File: src/rtl/key_led_pkg.sv
// key_led_pkg: shared LED state type, LED drive polarity and counter sizing helpers
// used by key_led_ctrl and key_debounce.
package key_led_pkg;

  typedef enum logic [1:0] {
    LED_ST_OFF   = 2'd0,
    LED_ST_ON    = 2'd1,
    LED_ST_BLINK = 2'd2
  } led_state_e;

  localparam logic LED_OFF = 1'b1;
  localparam logic LED_ON  = 1'b0;

  // Bits needed to hold every value in 0..max_val.
  function automatic int cnt_width(input int max_val);
    return (max_val < 2) ? 1 : $clog2(max_val + 1);
  endfunction

  function automatic int idx_width(input int n);
    return (n < 2) ? 1 : $clog2(n);
  endfunction

endpackage

File: src/rtl/key_debounce.sv
// key_debounce: two-flop synchroniser and debounce filter for one active-low key;
// emits one-cycle press/release pulses aligned with the change of the stable level.
module key_debounce
  import key_led_pkg::*;
#(
  parameter int DEBOUNCE_CYC = 1_000_000
) (
  input  logic sys_clk,
  input  logic sys_rst_n,
  input  logic key_n,
  output logic press_pulse,
  output logic release_pulse
);

  localparam int CW = cnt_width(DEBOUNCE_CYC - 1);
  localparam logic [CW-1:0] CNT_LAST = CW'(DEBOUNCE_CYC - 1);
  localparam logic [CW-1:0] CNT_ONE  = CW'(1);
  localparam logic [CW-1:0] CNT_ZERO = {CW{1'b0}};

  logic          sync1_q, sync1_d;
  logic          sync2_q, sync2_d;
  logic          stable_q, stable_d;
  logic [CW-1:0] cnt_q, cnt_d;
  logic          press_q, press_d;
  logic          release_q, release_d;

  // Stable level flips only after DEBOUNCE_CYC consecutive differing samples.
  always_comb begin
    sync1_d   = key_n;
    sync2_d   = sync1_q;
    stable_d  = stable_q;
    press_d   = 1'b0;
    release_d = 1'b0;
    if (sync2_q == stable_q) begin
      cnt_d = CNT_ZERO;
    end else if (cnt_q == CNT_LAST) begin
      cnt_d     = CNT_ZERO;
      stable_d  = sync2_q;
      press_d   = ~sync2_q;
      release_d = sync2_q;
    end else begin
      cnt_d = cnt_q + CNT_ONE;
    end
  end

  always_ff @(posedge sys_clk) begin
    if (!sys_rst_n) begin
      sync1_q   <= 1'b1;
      sync2_q   <= 1'b1;
      stable_q  <= 1'b1;
      cnt_q     <= CNT_ZERO;
      press_q   <= 1'b0;
      release_q <= 1'b0;
    end else begin
      sync1_q   <= sync1_d;
      sync2_q   <= sync2_d;
      stable_q  <= stable_d;
      cnt_q     <= cnt_d;
      press_q   <= press_d;
      release_q <= release_d;
    end
  end

  assign press_pulse   = press_q;
  assign release_pulse = release_q;

endmodule

File: src/rtl/key_led_ctrl.sv
// key_led_ctrl: debounced multi-key panel driving per-LED OFF/ON(/BLINK) state machines
// and a fixed-priority shared event port. Define KEY_LED_BLINK_EN for long presses and BLINK.
module key_led_ctrl
  import key_led_pkg::*;
#(
  parameter int N_KEY        = 4,
  parameter int DEBOUNCE_CYC = 1_000_000,
  parameter int LONG_CYC     = 50_000_000,
  parameter int BLINK_CYC    = 12_500_000
) (
  input  logic                           sys_clk,
  input  logic                           sys_rst_n,
  input  logic [N_KEY-1:0]               key_n,
  output logic [N_KEY-1:0]               led_n,
  output logic                           evt_valid,
  output logic [idx_width(N_KEY)-1:0]    evt_idx,
  output logic                           evt_long
);

  localparam int IW = idx_width(N_KEY);

  if (!(N_KEY >= 1 && N_KEY <= 8 && DEBOUNCE_CYC >= N_KEY &&
        LONG_CYC > DEBOUNCE_CYC && BLINK_CYC >= 1)) begin : g_bad_cfg
    $error("key_led_ctrl: inconsistent parameter set");
  end

  logic [N_KEY-1:0] press_s, release_s, short_evt_s, new_evt_s;
  logic [N_KEY-1:0] held_q, held_d;
  logic             phase_d;

  for (genvar g = 0; g < N_KEY; g++) begin : g_key
    key_debounce #(.DEBOUNCE_CYC(DEBOUNCE_CYC)) u_debounce (
      .sys_clk       (sys_clk),
      .sys_rst_n     (sys_rst_n),
      .key_n         (key_n[g]),
      .press_pulse   (press_s[g]),
      .release_pulse (release_s[g])
    );
  end

  always_comb begin
    for (int i = 0; i < N_KEY; i++) begin
      if (press_s[i]) begin
        held_d[i] = 1'b1;
      end else if (release_s[i]) begin
        held_d[i] = 1'b0;
      end else begin
        held_d[i] = held_q[i];
      end
    end
  end

`ifdef KEY_LED_BLINK_EN
  localparam int HW = cnt_width(LONG_CYC);
  localparam logic [HW-1:0] HOLD_MAX  = HW'(LONG_CYC);
  localparam logic [HW-1:0] HOLD_LAST = HW'(LONG_CYC - 1);
  localparam int BW = cnt_width(BLINK_CYC - 1);
  localparam logic [BW-1:0] BLINK_LAST = BW'(BLINK_CYC - 1);

  logic [HW-1:0]    hold_q [N_KEY];
  logic [HW-1:0]    hold_d [N_KEY];
  logic [N_KEY-1:0] long_done_q, long_done_d, long_evt_s;
  logic [N_KEY-1:0] pend_long_q, pend_long_d;
  logic [BW-1:0]    blink_cnt_q, blink_cnt_d;
  logic             phase_q;

  // Long fires once per press at LONG_CYC-1 held cycles and suppresses the release event.
  always_comb begin
    for (int i = 0; i < N_KEY; i++) begin
      hold_d[i]      = hold_q[i];
      long_done_d[i] = long_done_q[i];
      long_evt_s[i]  = 1'b0;
      if (press_s[i]) begin
        hold_d[i]      = {HW{1'b0}};
        long_done_d[i] = 1'b0;
      end else if (held_q[i] && !release_s[i]) begin
        if (hold_q[i] != HOLD_MAX) begin
          hold_d[i] = hold_q[i] + HW'(1);
        end else begin
          hold_d[i] = hold_q[i];
        end
        if (hold_q[i] == HOLD_LAST && !long_done_q[i]) begin
          long_evt_s[i]  = 1'b1;
          long_done_d[i] = 1'b1;
        end else begin
          long_evt_s[i]  = 1'b0;
        end
      end else begin
        hold_d[i] = hold_q[i];
      end
      short_evt_s[i] = release_s[i] & held_q[i] & ~long_done_q[i];
    end
  end

  always_comb begin
    if (blink_cnt_q == BLINK_LAST) begin
      blink_cnt_d = {BW{1'b0}};
      phase_d     = ~phase_q;
    end else begin
      blink_cnt_d = blink_cnt_q + BW'(1);
      phase_d     = phase_q;
    end
  end

  always_ff @(posedge sys_clk) begin
    if (!sys_rst_n) begin
      for (int i = 0; i < N_KEY; i++) begin
        hold_q[i] <= {HW{1'b0}};
      end
      long_done_q <= {N_KEY{1'b0}};
      pend_long_q <= {N_KEY{1'b0}};
      blink_cnt_q <= {BW{1'b0}};
      phase_q     <= 1'b0;
    end else begin
      for (int i = 0; i < N_KEY; i++) begin
        hold_q[i] <= hold_d[i];
      end
      long_done_q <= long_done_d;
      pend_long_q <= pend_long_d;
      blink_cnt_q <= blink_cnt_d;
      phase_q     <= phase_d;
    end
  end
`else
  assign short_evt_s = release_s & held_q;
  assign phase_d     = 1'b0;
`endif

  led_state_e       led_state_q [N_KEY];
  led_state_e       led_state_d [N_KEY];
  logic [N_KEY-1:0] led_q, led_d;

  always_ff @(posedge sys_clk) begin
    if (!sys_rst_n) begin
      for (int i = 0; i < N_KEY; i++) begin
        led_state_q[i] <= LED_ST_OFF;
      end
    end else begin
      for (int i = 0; i < N_KEY; i++) begin
        led_state_q[i] <= led_state_d[i];
      end
    end
  end

  always_comb begin
    for (int i = 0; i < N_KEY; i++) begin
      case (led_state_q[i])
        LED_ST_OFF: begin
          if (short_evt_s[i]) begin
            led_state_d[i] = LED_ST_ON;
`ifdef KEY_LED_BLINK_EN
          end else if (long_evt_s[i]) begin
            led_state_d[i] = LED_ST_BLINK;
`endif
          end else begin
            led_state_d[i] = LED_ST_OFF;
          end
        end
        LED_ST_ON: begin
          if (short_evt_s[i]) begin
            led_state_d[i] = LED_ST_OFF;
`ifdef KEY_LED_BLINK_EN
          end else if (long_evt_s[i]) begin
            led_state_d[i] = LED_ST_BLINK;
`endif
          end else begin
            led_state_d[i] = LED_ST_ON;
          end
        end
`ifdef KEY_LED_BLINK_EN
        LED_ST_BLINK: begin
          if (short_evt_s[i]) begin
            led_state_d[i] = LED_ST_OFF;
          end else begin
            led_state_d[i] = LED_ST_BLINK;
          end
        end
`endif
        default: led_state_d[i] = LED_ST_OFF;
      endcase
    end
  end

  // LED drive follows the next state so the pin changes together with the state register.
  always_comb begin
    for (int i = 0; i < N_KEY; i++) begin
      case (led_state_d[i])
        LED_ST_OFF:   led_d[i] = LED_OFF;
        LED_ST_ON:    led_d[i] = LED_ON;
        LED_ST_BLINK: led_d[i] = phase_d ? LED_OFF : LED_ON;
        default:      led_d[i] = LED_OFF;
      endcase
    end
  end

  logic [N_KEY-1:0] pend_q, pend_d, req_s, grant_s;
  logic             evt_valid_q, evt_valid_d;
  logic [IW-1:0]    evt_idx_q, evt_idx_d;
  logic             evt_long_q, evt_long_d;

  // New events join the pending set in the same cycle; the lowest index wins.
  always_comb begin
`ifdef KEY_LED_BLINK_EN
    new_evt_s = short_evt_s | long_evt_s;
`else
    new_evt_s = short_evt_s;
`endif
    req_s       = pend_q | new_evt_s;
    grant_s     = req_s & (~req_s + N_KEY'(1));
    pend_d      = req_s & ~grant_s;
    evt_valid_d = |req_s;
    evt_idx_d   = {IW{1'b0}};
    for (int i = 0; i < N_KEY; i++) begin
      evt_idx_d = evt_idx_d | (grant_s[i] ? IW'(i) : {IW{1'b0}});
    end
`ifdef KEY_LED_BLINK_EN
    for (int i = 0; i < N_KEY; i++) begin
      pend_long_d[i] = new_evt_s[i] ? long_evt_s[i] : pend_long_q[i];
    end
    evt_long_d = |(grant_s & pend_long_d);
`else
    evt_long_d = 1'b0;
`endif
  end

  always_ff @(posedge sys_clk) begin
    if (!sys_rst_n) begin
      held_q      <= {N_KEY{1'b0}};
      pend_q      <= {N_KEY{1'b0}};
      led_q       <= {N_KEY{LED_OFF}};
      evt_valid_q <= 1'b0;
      evt_idx_q   <= {IW{1'b0}};
      evt_long_q  <= 1'b0;
    end else begin
      held_q      <= held_d;
      pend_q      <= pend_d;
      led_q       <= led_d;
      evt_valid_q <= evt_valid_d;
      evt_idx_q   <= evt_idx_d;
      evt_long_q  <= evt_long_d;
    end
  end

  assign led_n     = led_q;
  assign evt_valid = evt_valid_q;
  assign evt_idx   = evt_idx_q;
  assign evt_long  = evt_long_q;

endmodule
File: config.mk
export PLATFORM = sky130hd
export DESIGN_NAME = key_led_ctrl
export DESIGN_NICKNAME = d
export VERILOG_FILES = /design/src/rtl/key_led_pkg.sv /design/src/rtl/key_debounce.sv /design/src/rtl/key_led_ctrl.sv
export SDC_FILE = /design/constraint.sdc
export NUM_CORES = 1
export LEC_CHECK = 0
export ABC_AREA = 1
export BUFFER_PORTS_ARGS = -buffer_cell sky130_fd_sc_hd__buf_2
export CELL_PAD_IN_SITES_DETAIL_PLACEMENT = 0
export CELL_PAD_IN_SITES_GLOBAL_PLACEMENT = 2
export CORE_ASPECT_RATIO = 1.5
export CORE_MARGIN = 1.5
export CORE_UTILIZATION = 36
export DETAILED_ROUTE_END_ITERATION = 10
export PLACE_DENSITY_LB_ADDON = 0.1
export SYNTH_ARGS = -nofsm -noshare
export SYNTH_HDL_FRONTEND = slang
export SYNTH_SLANG_ARGS = --single-unit
File: constraint.sdc
create_clock -name sys_clk -period 1.7 [get_ports sys_clk]
set_clock_uncertainty 0.1 [all_clocks]
set_input_delay 0.17 -clock sys_clk [delete_from_list [all_inputs] [get_ports sys_clk]]
set_output_delay 0.17 -clock sys_clk [all_outputs]
set_load 0.03 [all_outputs]
==> results.py <==
metrics = {
    "layout": {
        "final_nets": 810,
        "syn_to_final_growth_pct": 18.9,
        "drive_gt1_share_pct": 11.6,
        "antenna_cells": 0,
    },
    "pwr": {
        "power.total_mw": 6.52,
        "powerDensity_nw_per_um2": 1020,
        "ir_drop_v": 0.000492,
        "p_leak_nw": 2.20,
    },
    "routing": {
        "wl_um": 11800,
        "postRouteAntennaNets": 0,
        "drt-pass1-iter-count": 4,
        "drt_first_iter_violations": 129,
        "vias": 4605,
        "viasPerCell": 4.56,
        "drc": 0,
        "wl_per_cell_um": 11.6,
    },
    "logic_synthesis": {
        "synth-adder-area-share_pct": 0.930,
        "synth-compound-area-share_pct": 5.02,
        "syn_nets": 768,
        "synth_edf_count": 0,
        "synth_mux_area_share_pct": 0,
        "yosys.area.top_type": "dfxtp_1",
        "synth.most_common_cell": "nand2_1",
        "yosys.area_share.simple_pct": 37.2,
        "seq_area_frac_synth_pct": 43.9,
        "async_flop_share_pct": 0,
        "syn-cell-area_um2": 5380,
        "synthXorXnorAreaFrac_pct": 6.18,
        "synthDominantCellAreaShare_pct": 43.9,
        "synth-seq-cells": 118,
        "ys_top_cells_by_area": "dfxtp_1 44%, nand2_1 12%, nor2_1 12%, inv_1 5.4%, nand3_1 4.7%",
        "ys_warn_count": 0,
        "syn_inst": 758,
        "synth.avg_cell_area_um2": 7.10,
        "synth_common_cells": "172 x nand2_1, 170 x nor2_1, 118 x dfxtp_1, 78 x inv_1, 51 x nand3_1",
        "synth-main-ff-cell": "dfxtp_1",
        "synth_top_family_by_area": "simple AND/OR/NAND/NOR gates",
        "synth.distinct_cells": 31,
    },
    "die": {
        "placementRows": 54,
        "die_h_um": 153,
        "die_w_um": 103,
        "core-area_um2": 14600,
        "die_area_um2": 15700,
        "ioPinCount": 14,
        "start_util_pct": 36.9,
    },
    "clock_network": {
        "tritoncts": "built",
        "clock-root-buffer": "clkbuf_16",
        "clk_pin_slew_worst_paths_ns": 0.06,
        "htree_levels": 4,
        "cts_resized": 0,
        "clock_path_buffers": 2,
        "cts_buffers": 17,
        "cts.sinks": 118,
        "post-cts-setup-buffers": 0,
        "insertion_delay_ns": 0.40,
    },
    "setup_path": {
        "setup.worst_path.class": "flop to flop",
        "cp.required_ns": 1.90,
        "arrival_ns": 1.74,
        "startpoint_type": "flop",
        "cp-end-kind": "flop",
        "path_max_fanout": 4,
        "cp_slowest_cell": "dfxtp_1",
        "slowest_delay_ns": 0.35,
        "cp_cell_sequence": "ha_1 -> nand3_1 -> inv_1 -> nand2_1 -> nor2_2 -> xor2_1 -> nor2_1",
    },
    "global_routing": {
        "gr-total-overflow": 0,
        "grt_pass1_wl_um": 20800,
        "grt_max_degree": 21,
        "antenna_found_initial": 0,
        "grt_pass1_vias": 4552,
        "grt_usage_pct": 16.8,
    },
    "placed_design": {
        "io_buffers": 12,
        "finalWeightedCongestion": 0.789,
        "hpwl_um": 8840,
    },
    "timing": {
        "fin_crit_sh_pct": 90.8,
        "setup_viol": 0,
        "fin_setup_tns_ns": 0,
        "grt_setup_unrepaired": "false",
        "maxSlewViolCount": 0,
        "period_minus_slack_ns": 1.54,
        "hold_viol": 0,
        "fmax_mhz": 648,
    },
    "job": {
        "maxCapViolCount": 0,
    },
    "status": {
        "status": "completed",
    },
    "hold_path": {
        "hold_class": "flop to flop",
    },
}
==> worst paths after layout <==
kind	startpoint	end	slack [ns]	depth (start not counted)
max	g_key[0].u_debounce.cnt_q[0]	g_key[0].u_debounce.cnt_q[10]	0.16	7
min	g_key[0].u_debounce.sync1_q	g_key[0].u_debounce.sync2_q	0.31	1
max reg2reg	g_key[0].u_debounce.cnt_q[0]	g_key[0].u_debounce.cnt_q[10]	0.16	7
min reg2reg	g_key[0].u_debounce.sync1_q	g_key[0].u_debounce.sync2_q	0.31	1
==> report_power, final <==
| part | switching (mW) | internal, mW |
|---|---|---|
| clock network | 1.34 | 2.31 |
| logic | 0.0467 | 0.0331 |
| registers | 0.00615 | 2.78 |
| total | 1.40 | 5.12 |
==> cell families (layout without fill, tap and decap cells) <==
family / after synthesis / in the layout
buffers and inverters: 88 / 143
and+or+nand+nor: 459 / 459
xor gates and xnor gates: 38 / 38
adders and majority gates: 4 / 4
DFF: 118 / 118
AOI/OAI and AO/OA: 50 / 50
other: 1 / 1
==> cell type report <==
cell class / count / area [um^2]
Fill cell: 1559 / 8190
Multi-Input combinational cell: 552 / 2660
Sequential cell: 118 / 2360
Clock buffer: 17 / 425
Inverter: 79 / 297
Tap cell: 196 / 245
Timing Repair Buffer: 32 / 235
Clock inverter: 15 / 179
==> sequential cells by signal, indices dropped and copies added (netlist names), 3 cells and up <==
name                            flops
g_key.u_debounce.cnt_q             80
g_key.u_debounce.press_pulse        4
g_key.u_debounce.release_pulse      4
g_key.u_debounce.stable_q           4
g_key.u_debounce.sync1_q            4
g_key.u_debounce.sync2_q            4
held_q                              4
led_n                               4
led_state_q                         4
pend_q                              3
==> metal layers <==
metal  vias to the layer above  global-route usage (%)  routed length [um]  share of wire [%]
met5                         -                       0                   0                  0
met4                         0                    6.18                 107               0.91
met3                         7                    3.44                 199                1.7
met2                        38                    28.9                6140                 52
met1                      2101                    20.1                5310                 45
li1                       2459                       -                   -                  -
==> cells in the final DEF, fill, tap and decap left out, drive strengths merged <==
master	count
a211oi	1
a21o	3
a21oi	35
and3	1
buf	27
bufinv	3
clkbuf	17
clkinv	5
clkinvlp	4
conb	1
dfxtp	118
dlygate4sd3	5
ha	4
inv	82
nand2	177
nand3	56
nand3b	4
nand4	14
nor2	180
nor3	9
o21ai	7
o21bai	4
or2	18
xnor2	15
xor2	23
==> per-stage QoR <==
stage / util [%] / area [um^2] / setup slack, ns / hold slack (ns) / std cells
2_1_floorplan: - / 5380 / 0.203 / 0.177 / 758
3_3_place_gp: 39.4 / 5750 / 0.181 / 0.257 / 972
4_1_cts: 43.9 / 6400 / 0.122 / 0.313 / 1009
3_5_place_dp: 39.4 / 5750 / 0.128 / 0.258 / 972
5_1_grt: 43.9 / 6400 / 0.0112 / 0.325 / 1009
6_report: 43.9 / 6400 / 0.157 / 0.313 / 1009
==> worst max-delay path: cells and delay by family, from the launching register on <==
family,cells,cell delay (ns)
xor gates and xnor gates,1,0.16
adders and majority gates,1,0.19
buffers and inverters,1,0.13
DFF,1,0.35
and+or+nand+nor,4,0.51
==> what timing repair did <==
action | 4_1_cts | 5_1_grt
hold buffers | 5 | 0
hold endpoints to repair | 5 | 0
setup endpoints to repair | 0 | 0
No activity file was read; power rests on OpenSTA's default activity.
